--- src/rtl/sdram_arbiter_if.sv ---
// sdram_arbiter_if: requester-side and controller-side signals around the sdram arbiter
interface sdram_arbiter_if;
  logic p0_req, p0_gnt, p0_sdrc_cmd_en, p0_sdrc_precharge_ctrl, p0_sdrc_cmd_ack, p0_sdrc_init_done;
  logic [2:0] p0_sdrc_cmd;
  logic [20:0] p0_sdrc_addr;
  logic [3:0] p0_sdrc_dqm;
  logic [31:0] p0_sdrc_data, p0_sdrc_rdata;
  logic [7:0] p0_sdrc_data_len;
  logic p1_req, p1_gnt, p1_sdrc_cmd_en, p1_sdrc_precharge_ctrl, p1_sdrc_cmd_ack, p1_sdrc_init_done;
  logic [2:0] p1_sdrc_cmd;
  logic [20:0] p1_sdrc_addr;
  logic [3:0] p1_sdrc_dqm;
  logic [31:0] p1_sdrc_data, p1_sdrc_rdata;
  logic [7:0] p1_sdrc_data_len;
  logic I_sdrc_cmd_en, I_sdrc_precharge_ctrl, I_sdram_power_down, I_sdram_selfrefresh;
  logic [2:0] I_sdrc_cmd;
  logic [20:0] I_sdrc_addr;
  logic [3:0] I_sdrc_dqm;
  logic [31:0] I_sdrc_data;
  logic [7:0] I_sdrc_data_len;
  logic [31:0] O_sdrc_data;
  logic O_sdrc_cmd_ack, O_sdrc_init_done;
  modport slave (
    input p0_req, p0_sdrc_cmd_en, p0_sdrc_cmd, p0_sdrc_precharge_ctrl, p0_sdrc_addr, p0_sdrc_dqm,
    input p0_sdrc_data, p0_sdrc_data_len,
    input p1_req, p1_sdrc_cmd_en, p1_sdrc_cmd, p1_sdrc_precharge_ctrl, p1_sdrc_addr, p1_sdrc_dqm,
    input p1_sdrc_data, p1_sdrc_data_len,
    input O_sdrc_data, O_sdrc_cmd_ack, O_sdrc_init_done,
    output p0_gnt, p0_sdrc_rdata, p0_sdrc_cmd_ack, p0_sdrc_init_done,
    output p1_gnt, p1_sdrc_rdata, p1_sdrc_cmd_ack, p1_sdrc_init_done,
    output I_sdrc_cmd_en, I_sdrc_cmd, I_sdrc_precharge_ctrl, I_sdram_power_down, I_sdram_selfrefresh,
    output I_sdrc_addr, I_sdrc_dqm, I_sdrc_data, I_sdrc_data_len
  );
  modport master (
    output p0_req, p0_sdrc_cmd_en, p0_sdrc_cmd, p0_sdrc_precharge_ctrl, p0_sdrc_addr, p0_sdrc_dqm,
    output p0_sdrc_data, p0_sdrc_data_len,
    output p1_req, p1_sdrc_cmd_en, p1_sdrc_cmd, p1_sdrc_precharge_ctrl, p1_sdrc_addr, p1_sdrc_dqm,
    output p1_sdrc_data, p1_sdrc_data_len,
    output O_sdrc_data, O_sdrc_cmd_ack, O_sdrc_init_done,
    input p0_gnt, p0_sdrc_rdata, p0_sdrc_cmd_ack, p0_sdrc_init_done,
    input p1_gnt, p1_sdrc_rdata, p1_sdrc_cmd_ack, p1_sdrc_init_done,
    input I_sdrc_cmd_en, I_sdrc_cmd, I_sdrc_precharge_ctrl, I_sdram_power_down, I_sdram_selfrefresh,
    input I_sdrc_addr, I_sdrc_dqm, I_sdrc_data, I_sdrc_data_len
  );
endinterface

--- src/rtl/sdram_arbiter.sv ---
// sdram_arbiter: two-port round-robin arbiter for one SDRAM controller with periodic auto-refresh
module sdram_arbiter #(
  parameter int RefreshIntervalCycles = 750,
  parameter logic [2:0] CmdAutoRefresh = 3'b001
) (
  input logic clk,
  input logic rst_n,
  sdram_arbiter_if.slave bus
);
  localparam int CW = RefreshIntervalCycles > 1 ? $clog2(RefreshIntervalCycles) : 1;
  typedef enum logic [2:0] {INIT, IDLE, GRANT0, GRANT1, REFRESH, REFRESH_WAIT} state_t;
  state_t state, state_nxt;
  logic [CW-1:0] cnt;
  logic pending, last_grant, expire, g0, g1, rf;
  assign expire = state != INIT && cnt == CW'(RefreshIntervalCycles - 1);
  assign g0 = state == GRANT0;
  assign g1 = state == GRANT1;
  assign rf = state == REFRESH;
  always_ff @(posedge clk or negedge rst_n)
    if (!rst_n) begin
      state <= INIT;
      cnt <= '0;
      pending <= 1'b0;
      last_grant <= 1'b1;
      bus.p0_gnt <= 1'b0;
      bus.p1_gnt <= 1'b0;
    end else begin
      state <= state_nxt;
      cnt <= (state == INIT || expire) ? '0 : cnt + 1'b1;
      pending <= expire | (pending & ~(state == REFRESH_WAIT & bus.O_sdrc_cmd_ack));
      if (g0 && !bus.p0_req) last_grant <= 1'b0;
      else if (g1 && !bus.p1_req) last_grant <= 1'b1;
      bus.p0_gnt <= state_nxt == GRANT0;
      bus.p1_gnt <= state_nxt == GRANT1;
    end
  // a grant is never preempted; a pending refresh waits for the return to idle
  always_comb begin
    state_nxt = state;
    case (state)
      INIT: state_nxt = bus.O_sdrc_init_done ? IDLE : INIT;
      IDLE: state_nxt = pending ? REFRESH :
                        (bus.p0_req && bus.p1_req) ? (last_grant ? GRANT0 : GRANT1) :
                        bus.p0_req ? GRANT0 : bus.p1_req ? GRANT1 : IDLE;
      GRANT0: state_nxt = bus.p0_req ? GRANT0 : IDLE;
      GRANT1: state_nxt = bus.p1_req ? GRANT1 : IDLE;
      REFRESH: state_nxt = REFRESH_WAIT;
      REFRESH_WAIT: state_nxt = bus.O_sdrc_cmd_ack ? IDLE : REFRESH_WAIT;
      default: state_nxt = INIT;
    endcase
  end
  assign bus.I_sdrc_cmd_en = g0 ? bus.p0_sdrc_cmd_en : g1 ? bus.p1_sdrc_cmd_en : rf;
  assign bus.I_sdrc_cmd = g0 ? bus.p0_sdrc_cmd : g1 ? bus.p1_sdrc_cmd : rf ? CmdAutoRefresh : 3'b000;
  assign bus.I_sdrc_precharge_ctrl = g0 ? bus.p0_sdrc_precharge_ctrl : g1 ? bus.p1_sdrc_precharge_ctrl : 1'b0;
  assign bus.I_sdrc_addr = g0 ? bus.p0_sdrc_addr : g1 ? bus.p1_sdrc_addr : '0;
  assign bus.I_sdrc_dqm = g0 ? bus.p0_sdrc_dqm : g1 ? bus.p1_sdrc_dqm : '0;
  assign bus.I_sdrc_data = g0 ? bus.p0_sdrc_data : g1 ? bus.p1_sdrc_data : '0;
  assign bus.I_sdrc_data_len = g0 ? bus.p0_sdrc_data_len : g1 ? bus.p1_sdrc_data_len : '0;
  assign bus.I_sdram_power_down = 1'b0;
  assign bus.I_sdram_selfrefresh = 1'b0;
  assign bus.p0_sdrc_rdata = bus.O_sdrc_data;
  assign bus.p1_sdrc_rdata = bus.O_sdrc_data;
  assign bus.p0_sdrc_cmd_ack = g0 & bus.O_sdrc_cmd_ack;
  assign bus.p1_sdrc_cmd_ack = g1 & bus.O_sdrc_cmd_ack;
  assign bus.p0_sdrc_init_done = bus.O_sdrc_init_done;
  assign bus.p1_sdrc_init_done = bus.O_sdrc_init_done;
endmodule

--- src/flat_wrapper.sv ---
// flat-port wrapper written by rule: the top's interface ports become plain ports
module sdram_arbiter_flat 
#(
  parameter int RefreshIntervalCycles = 750,
  parameter logic [2:0] CmdAutoRefresh = 3'b001
)
  (clk, rst_n, bus_p0_req, bus_p0_sdrc_cmd_en, bus_p0_sdrc_cmd, bus_p0_sdrc_precharge_ctrl, bus_p0_sdrc_addr, bus_p0_sdrc_dqm, bus_p0_sdrc_data, bus_p0_sdrc_data_len, bus_p1_req, bus_p1_sdrc_cmd_en, bus_p1_sdrc_cmd, bus_p1_sdrc_precharge_ctrl, bus_p1_sdrc_addr, bus_p1_sdrc_dqm, bus_p1_sdrc_data, bus_p1_sdrc_data_len, bus_O_sdrc_data, bus_O_sdrc_cmd_ack, bus_O_sdrc_init_done, bus_p0_gnt, bus_p0_sdrc_rdata, bus_p0_sdrc_cmd_ack, bus_p0_sdrc_init_done, bus_p1_gnt, bus_p1_sdrc_rdata, bus_p1_sdrc_cmd_ack, bus_p1_sdrc_init_done, bus_I_sdrc_cmd_en, bus_I_sdrc_cmd, bus_I_sdrc_precharge_ctrl, bus_I_sdram_power_down, bus_I_sdram_selfrefresh, bus_I_sdrc_addr, bus_I_sdrc_dqm, bus_I_sdrc_data, bus_I_sdrc_data_len);
  sdram_arbiter_if bus_i ();
  input logic clk;
  input logic rst_n;
  input wire logic [$bits(bus_i.p0_req)-1:0] bus_p0_req;
  input wire logic [$bits(bus_i.p0_sdrc_cmd_en)-1:0] bus_p0_sdrc_cmd_en;
  input wire logic [$bits(bus_i.p0_sdrc_cmd)-1:0] bus_p0_sdrc_cmd;
  input wire logic [$bits(bus_i.p0_sdrc_precharge_ctrl)-1:0] bus_p0_sdrc_precharge_ctrl;
  input wire logic [$bits(bus_i.p0_sdrc_addr)-1:0] bus_p0_sdrc_addr;
  input wire logic [$bits(bus_i.p0_sdrc_dqm)-1:0] bus_p0_sdrc_dqm;
  input wire logic [$bits(bus_i.p0_sdrc_data)-1:0] bus_p0_sdrc_data;
  input wire logic [$bits(bus_i.p0_sdrc_data_len)-1:0] bus_p0_sdrc_data_len;
  input wire logic [$bits(bus_i.p1_req)-1:0] bus_p1_req;
  input wire logic [$bits(bus_i.p1_sdrc_cmd_en)-1:0] bus_p1_sdrc_cmd_en;
  input wire logic [$bits(bus_i.p1_sdrc_cmd)-1:0] bus_p1_sdrc_cmd;
  input wire logic [$bits(bus_i.p1_sdrc_precharge_ctrl)-1:0] bus_p1_sdrc_precharge_ctrl;
  input wire logic [$bits(bus_i.p1_sdrc_addr)-1:0] bus_p1_sdrc_addr;
  input wire logic [$bits(bus_i.p1_sdrc_dqm)-1:0] bus_p1_sdrc_dqm;
  input wire logic [$bits(bus_i.p1_sdrc_data)-1:0] bus_p1_sdrc_data;
  input wire logic [$bits(bus_i.p1_sdrc_data_len)-1:0] bus_p1_sdrc_data_len;
  input wire logic [$bits(bus_i.O_sdrc_data)-1:0] bus_O_sdrc_data;
  input wire logic [$bits(bus_i.O_sdrc_cmd_ack)-1:0] bus_O_sdrc_cmd_ack;
  input wire logic [$bits(bus_i.O_sdrc_init_done)-1:0] bus_O_sdrc_init_done;
  output wire logic [$bits(bus_i.p0_gnt)-1:0] bus_p0_gnt;
  output wire logic [$bits(bus_i.p0_sdrc_rdata)-1:0] bus_p0_sdrc_rdata;
  output wire logic [$bits(bus_i.p0_sdrc_cmd_ack)-1:0] bus_p0_sdrc_cmd_ack;
  output wire logic [$bits(bus_i.p0_sdrc_init_done)-1:0] bus_p0_sdrc_init_done;
  output wire logic [$bits(bus_i.p1_gnt)-1:0] bus_p1_gnt;
  output wire logic [$bits(bus_i.p1_sdrc_rdata)-1:0] bus_p1_sdrc_rdata;
  output wire logic [$bits(bus_i.p1_sdrc_cmd_ack)-1:0] bus_p1_sdrc_cmd_ack;
  output wire logic [$bits(bus_i.p1_sdrc_init_done)-1:0] bus_p1_sdrc_init_done;
  output wire logic [$bits(bus_i.I_sdrc_cmd_en)-1:0] bus_I_sdrc_cmd_en;
  output wire logic [$bits(bus_i.I_sdrc_cmd)-1:0] bus_I_sdrc_cmd;
  output wire logic [$bits(bus_i.I_sdrc_precharge_ctrl)-1:0] bus_I_sdrc_precharge_ctrl;
  output wire logic [$bits(bus_i.I_sdram_power_down)-1:0] bus_I_sdram_power_down;
  output wire logic [$bits(bus_i.I_sdram_selfrefresh)-1:0] bus_I_sdram_selfrefresh;
  output wire logic [$bits(bus_i.I_sdrc_addr)-1:0] bus_I_sdrc_addr;
  output wire logic [$bits(bus_i.I_sdrc_dqm)-1:0] bus_I_sdrc_dqm;
  output wire logic [$bits(bus_i.I_sdrc_data)-1:0] bus_I_sdrc_data;
  output wire logic [$bits(bus_i.I_sdrc_data_len)-1:0] bus_I_sdrc_data_len;
  assign bus_i.p0_req = bus_p0_req;
  assign bus_i.p0_sdrc_cmd_en = bus_p0_sdrc_cmd_en;
  assign bus_i.p0_sdrc_cmd = bus_p0_sdrc_cmd;
  assign bus_i.p0_sdrc_precharge_ctrl = bus_p0_sdrc_precharge_ctrl;
  assign bus_i.p0_sdrc_addr = bus_p0_sdrc_addr;
  assign bus_i.p0_sdrc_dqm = bus_p0_sdrc_dqm;
  assign bus_i.p0_sdrc_data = bus_p0_sdrc_data;
  assign bus_i.p0_sdrc_data_len = bus_p0_sdrc_data_len;
  assign bus_i.p1_req = bus_p1_req;
  assign bus_i.p1_sdrc_cmd_en = bus_p1_sdrc_cmd_en;
  assign bus_i.p1_sdrc_cmd = bus_p1_sdrc_cmd;
  assign bus_i.p1_sdrc_precharge_ctrl = bus_p1_sdrc_precharge_ctrl;
  assign bus_i.p1_sdrc_addr = bus_p1_sdrc_addr;
  assign bus_i.p1_sdrc_dqm = bus_p1_sdrc_dqm;
  assign bus_i.p1_sdrc_data = bus_p1_sdrc_data;
  assign bus_i.p1_sdrc_data_len = bus_p1_sdrc_data_len;
  assign bus_i.O_sdrc_data = bus_O_sdrc_data;
  assign bus_i.O_sdrc_cmd_ack = bus_O_sdrc_cmd_ack;
  assign bus_i.O_sdrc_init_done = bus_O_sdrc_init_done;
  assign bus_p0_gnt = bus_i.p0_gnt;
  assign bus_p0_sdrc_rdata = bus_i.p0_sdrc_rdata;
  assign bus_p0_sdrc_cmd_ack = bus_i.p0_sdrc_cmd_ack;
  assign bus_p0_sdrc_init_done = bus_i.p0_sdrc_init_done;
  assign bus_p1_gnt = bus_i.p1_gnt;
  assign bus_p1_sdrc_rdata = bus_i.p1_sdrc_rdata;
  assign bus_p1_sdrc_cmd_ack = bus_i.p1_sdrc_cmd_ack;
  assign bus_p1_sdrc_init_done = bus_i.p1_sdrc_init_done;
  assign bus_I_sdrc_cmd_en = bus_i.I_sdrc_cmd_en;
  assign bus_I_sdrc_cmd = bus_i.I_sdrc_cmd;
  assign bus_I_sdrc_precharge_ctrl = bus_i.I_sdrc_precharge_ctrl;
  assign bus_I_sdram_power_down = bus_i.I_sdram_power_down;
  assign bus_I_sdram_selfrefresh = bus_i.I_sdram_selfrefresh;
  assign bus_I_sdrc_addr = bus_i.I_sdrc_addr;
  assign bus_I_sdrc_dqm = bus_i.I_sdrc_dqm;
  assign bus_I_sdrc_data = bus_i.I_sdrc_data;
  assign bus_I_sdrc_data_len = bus_i.I_sdrc_data_len;
  sdram_arbiter #(.RefreshIntervalCycles(RefreshIntervalCycles), .CmdAutoRefresh(CmdAutoRefresh)) u_core (.clk(clk), .rst_n(rst_n), .bus(bus_i));
endmodule
--- config.mk ---
export PLATFORM = sky130hd
export DESIGN_NAME = sdram_arbiter_flat
export DESIGN_NICKNAME = d
export VERILOG_FILES = /design/src/rtl/sdram_arbiter_if.sv /design/src/rtl/sdram_arbiter.sv /design/src/flat_wrapper.sv
export SDC_FILE = /design/constraint.sdc
export NUM_CORES = 1
export LEC_CHECK = 0
export CAP_MARGIN = 30
export CORE_AREA = 2 2 123 125
export CTS_BUF_LIST = sky130_fd_sc_hd__clkbuf_8 sky130_fd_sc_hd__clkbuf_16
export CTS_CLUSTER_SIZE = 28
export DETAILED_ROUTE_END_ITERATION = 10
export DIE_AREA = 0 0 125 127
export SLEW_MARGIN = 20
export SYNTH_ARGS = -nofsm -noshare
export SYNTH_HDL_FRONTEND = slang
export SYNTH_SLANG_ARGS = --single-unit
--- constraint.sdc ---
create_clock -name clk -period 1.7 [get_ports clk]
set_input_delay 0.17 -clock clk [delete_from_list [all_inputs] [get_ports clk]]
set_output_delay 0.17 -clock clk [all_outputs]
set_load 0.005 [all_outputs]
==> results of run 1 <==
synthesized netlist by cell type (all sizes together), types with 2 or more instances:
library cell and n:
buf 87, dfrtp 16, a21oi 9, nand4 2, nand3 3, nand2b 3
nand2 5, ha 2, a311oi 2, and3 2, inv 5, and2 4
a22o 68, nor2 15, nor4 2, xnor2 3, mux2i 2, o21ai 4
o22ai 2
repair_timing:
| item | 4_1_cts | 5_1_grt |
|---|---|---|
| cloned | 8 | 1 |
| pin swaps | 43 | 18 |
| resized for setup | 313 | 13 |
| buffers inserted | 27 | 2 |
| setup endpoints to repair | 72 | 68 |
where the power goes:
group / leakage [nW] / internal [mW] / switching [mW] / total [mW]
sequential: 0.221 / 0.541 / 0.115 / 0.657
combinational: 1.78 / 3.33 / 2.17 / 5.50
clock: 0.0423 / 0.312 / 0.151 / 0.463
total: 2.04 / 4.18 / 2.44 / 6.62
cell type report:
cell class | count | share of cell area, %
diodes | 3 | 0.168
clock buffers | 3 | 1.68
clock inverters | 1 | 0.0842
inverters | 5 | 0.421
multi-input cells | 145 | 24.6
flip-flops and latches | 17 | 9.60
well taps | 184 | 5.17
repair buffers | 280 | 58.3
flip-flops by register name (all words and copies together), names as in the netlist:
register / count
u_core.state: 3
u_core.last_grant: 1
u_core.pending: 1
u_core.bus.p0_gnt: 1
u_core.bus.p1_gnt: 1
u_core.cnt: 10
stage by stage:
stage,total power [mW],TNS (ns),util (%),cell area (µm²)
floorplan,2.80,0,-,2150
global placement,5.50,-8.29,29.4,4240
detailed placement,5.56,-9.36,29.4,4240
CTS,6.99,-9.23,31.8,4580
global route,7.05,-6.88,30.9,4450
finish,6.62,-3.20,30.9,4460
cells by family after synthesis:
logic type      share of synthesized area [%]
compound gates                           35.8
buf+inv                                  30.6
simple gates                             9.83
flops                                    19.8
xor+xnor                                 1.63
fa+ha+maj                                1.16
mux                                     0.931
other cells                             0.174
worst max-delay path, stage by stage, from the launching register on:
cell and delay, ns:
dfrtp_1 0.42, nand2b_4 0.10, nor2_4 0.05, buf_12 0.14, buf_12 0.12, buf_8 0.13
buf_6 0.11, a22o_1 0.21, buf_2 0.13
final timing paths:
path / from / to
worst max-delay path: u_core.state[1] / bus_I_sdrc_addr[16]
worst min-delay path: rst_n / u_core.cnt[3]
worst max register to register: u_core.state[2] / u_core.cnt[2]
worst min register to register: u_core.cnt[0] / u_core.cnt[0]
max in group asynchronous: rst_n / u_core.last_grant
min in group clk: bus_O_sdrc_data[3] / bus_p0_sdrc_rdata[3]
per-layer routing:
layer	up-vias	GRT usage (%)	share of wire [%]
li1	1265	-	-
met1	1288	17.2	33
met2	182	27.6	45
met3	24	16.0	20
met4	4	4.05	2.0
met5	-	0	0.17
==> metrics.cfg, run 1 <==
[run_status]
status=complete, but fails checks
violations=setup timing

[layout]
layout_commonest_cell=clkdlybuf4s50_1
drive_above_1_share_pct=31.7
multi_input_comb_area_um2=1100
final_cell_mix=clkdlybuf4s50_1 (149), a22o_1 (68), buf_2 (67)
register_area_um2=428
num-nets-final=632
instances_no_fill=638
fill_cells=1551
area.growth.synth_to_final_pct=107

[critical_path]
critPathKind=reg -> out
path_max_fanout=8
r2r_cells=6
cp-start-kind=register
crit_required_ns=1.53
ff2ff_setup_slack_ns=0.28
cp.arrival_ns=1.66
critPathCaptureType=output port

[synth]
synth_cells=252
ys_seq_area_share_pct=19.8
synth_area_per_cell_um2=8.53
synth_area_leaders=a22o_1 (28%), buf_4 (24%), dfrtp_1 (19%)
async_flop_share_pct=100
syn_area_um2=2150
ys_warn_count=0
synth_edf_count=0
synth_largest_area_cell=a22o_1
synth_top_area_share_pct=27.7
ys_types=41
synth-seq-cells=17
synth_ff_type=dfrtp_1

[place]
post-dp-hpwl_um=12300
io_buffers=221
dp.cells=603
gp_congestion=0.909
dp_slack_ns=-0.177

[die]
dieArea_um2=15900
fp.coreArea_um2=14400
top_level_ports=320
die_x_um=125
fp-row-count=44
die_h_um=127
start_util_pct=14.9

[global_route]
track_usage_pct=17.5
grt_max_degree=18
first_global_vias=2812
grt_remaining_overflow=0
grt_antenna_before_repair=5
grt_pass1_wl_um=20400

[sta]
finalCriticalPeriod_ns=1.83
setup_viol=60
max_freq_mhz=547
worst_slack_ns=-0.128
hold_ws_ns=0.245
maxSlewViolCount=0
rsz0062_at_grt=yes
period_share_pct=108
finalHoldViolations=0
fin_skew_ns=0.00183

[cts]
cts-hold-fix-buffers=0
clock-sinks=17
clock_latency_ns=0.25
cts.clk_slew.worst_paths_ns=0.05
cts_root_buf=clkbuf_16
htree_levels=1
cts_tree=done
cts_made_buffers=3
cts_max_path_buffers=2

[power]
p_per_area_nw_per_um2=1490
power_leakage_nw=2.04
vdd_drop_max_uv=564

[routing]
vias=2763
wire_per_inst_um=23.6
first_pass_iters=4
vias_per_cell=4.33
drtIter0Drc=165
antenna_left=0
drc=0
wirelength_um=15100

[hold_path]
hp-class=in -> async

[flow_run]
cap_violations=0

No activity file was read; power rests on OpenSTA's default activity.
==> run 2: changes to the inputs <==
ABC_AREA = 1   (was default)
CORE_AREA = 2 2 125 127   (was 2 2 123 125)
DIE_AREA = 0 0 127 129   (was 0 0 125 127)
==> metrics.cfg, run 2 <==
[global_route]
grt_remaining_overflow=0
track_usage_pct=13.6
first_global_vias=2897
grt_antenna_before_repair=0
grt_pass1_wl_um=17100
grt_max_degree=38

[synth]
synth_edf_count=0
synth-seq-cells=17
async_flop_share_pct=100
synth_most_common_cell=buf_4
synth_area_leaders=a32o_1 (30%), buf_4 (27%), dfrtp_1 (17%)
synth_cells=281
synth_area_per_cell_um2=8.16
ys_types=27
synth_common_cells=buf_4 (83), a32o_1 (68), nand2_1 (27), nor2_1 (27), dfrtp_1 (16)
syn_area_um2=2290
synth_top_area_share_pct=29.7
ys_warn_count=0
synth_largest_area_cell=a32o_1
ys_seq_area_share_pct=18.6
synth_ff_type=dfrtp_1

[power]
power_leakage_nw=2.05
p_per_area_nw_per_um2=1400
vdd_drop_max_uv=688

[die]
die_x_um=127
start_util_pct=15.3
fp-row-count=45
top_level_ports=320
fp.coreArea_um2=15000
die_h_um=129
dieArea_um2=16400

[critical_path]
slowest_stage=dfrtp_2
cp.arrival_ns=1.62
crit_cells=7
cp-start-kind=register
crit_required_ns=1.53
endpoint=bus_I_sdrc_data[10]
critical_path.startpoint=u_core.state[0]
cp_top_family=buffers and inverters
crit_chain=buf_6 -> nand3_4 -> clkinv_8 -> buf_12 -> buf_16 -> a32o_1 -> buf_2
critPathKind=reg -> out
cp_num_buf_inv=5
ff2ff_setup_slack_ns=0.16
r2r_cells=8
r2r_start=u_core.state[1]
slowest_delay_ns=0.43
critPathCaptureType=output port
rr_endpoint=u_core.bus.p0_gnt
path_max_fanout=8

[layout]
largest-register=u_core.cnt
final_cell_mix=clkdlybuf4s50_1 (149), a32o_1 (66), buf_2 (60)
reg_top3=u_core.cnt: 10 flops, u_core.state: 3 flops
largest_reg_flops=10
layout_commonest_cell=clkdlybuf4s50_1
num-nets-final=650
area.growth.synth_to_final_pct=104
drive_above_1_share_pct=31.6
postLayoutCellArea_um2=4670
n_antenna_cell=0

[routing]
wire_per_inst_um=19.3
wirelength_um=12700
antenna_left=0
vias_per_cell=4.54
drtIter0Drc=165
first_pass_iters=5
vias=2982
drc=0

[sta]
setup_viol=45
period_share_pct=105
max_freq_mhz=559
finalHoldViolations=0
maxSlewViolCount=0
worst_slack_ns=-0.0903
finalCriticalPeriod_ns=1.79
fin_skew_ns=0.00627
rsz0062_at_grt=yes

[cts]
cts_root_buf=clkbuf_16
cts_tree=done
clock-sinks=17
cts_max_path_buffers=2
cts_made_buffers=3
clock_latency_ns=0.25
htree_levels=1
cts.clk_slew.worst_paths_ns=0.05

[run_status]
violations=setup timing
status=complete, but fails checks

[flow_run]
cap_violations=0

[place]
io_buffers=221
gp_congestion=0.799
dp_slack_ns=-0.0870
post-dp-hpwl_um=9090
place_area_um2=4260

[hold_path]
hp-class=in -> async

[run 2: cell count changes after synthesis, sizes merged, moves of 3 or more]
cell / before / now
xnor2: 3 / 0
buf: 87 / 92
nand2b: 3 / 0
a21oi: 9 / 1
inv: 5 / 15
nand3: 3 / 15
a32o: 0 / 68
xor2: 1 / 5
and2: 4 / 0
a22o: 68 / 0
nor2: 15 / 28
nand2: 5 / 28
[run 2: cells by family after synthesis]
kind of cell,count (synthesis),share of synthesized area [%]
DFF,17,18.6
adders and majority gates,2,1.09
other,1,0.164
xor gates and xnor gates,5,1.91
buffers and inverters,107,32.0
and+or+nand+nor,75,15.1
AOI/OAI and AO/OA,74,31.2
[run 2: stage by stage]
stage / hold WS, ns / std cells / power, mW / TNS (ns) / util (%)
after global routing: 0.261 / 657 / 6.95 / -5.13 / 31.2
after floorplan: -0.126 / 282 / 2.64 / 0 / -
after detailed placement: 0.340 / 618 / 4.53 / -1.79 / 28.5
after CTS: 0.245 / 656 / 6.65 / -2.67 / 31.8
after global placement: 0.340 / 618 / 4.51 / -0.749 / 28.5
final: 0.238 / 657 / 6.56 / -2.66 / 31.2
[run 2: power breakdown]
part	internal, mW	total (mW)	leakage [nW]	switching [mW]
clock network	0.315	0.470	0.0409	0.155
logic	3.20	5.45	1.79	2.26
registers	0.523	0.631	0.221	0.108
[run 2: timing repair]
action,4_1_cts,5_1_grt
buffers inserted,21,5
resized for setup,297,21
endpoints found under the setup margin,72,68
hold buffers,0,0
cloned,13,0
pin swaps,20,15
[run 2: cell type report]
cell class	instances	area [µm²]
fillers	1527	10300
well taps	188	235
inverters	15	68.8
multi-input cells	158	1160
clock buffers	3	75.1
clock inverters	1	5.00
repair buffers	275	2700
flip-flops and latches	17	430
[run 2: how the worst min path moves through the flow]
stage / from / endpoint / slack, ns / cells after the start
floorplan: rst_n / u_core.bus.p0_gnt / -0.13 / 0
CTS: rst_n / u_core.cnt[7] / 0.25 / 2
finish: rst_n / u_core.cnt[2] / 0.24 / 2
global route: rst_n / u_core.cnt[7] / 0.26 / 2
detailed placement: bus_O_sdrc_data[15] / bus_p0_sdrc_rdata[15] / 0.34 / 0
global placement: bus_O_sdrc_data[15] / bus_p0_sdrc_rdata[15] / 0.34 / 0
[run 2: worst reg2reg max path, delay by kind of cell, from the launching register on]
family        cells  cell delay [ns]
buf+inv           4             0.65
flops             1             0.42
simple gates      4             0.36
[run 2: layer usage]
layer / routed length (µm) / global-route usage, %
met5: 0 / 0
met4: 273 / 3.68
met3: 1060 / 3.74
met2: 6410 / 24.3
met1: 4930 / 16.2
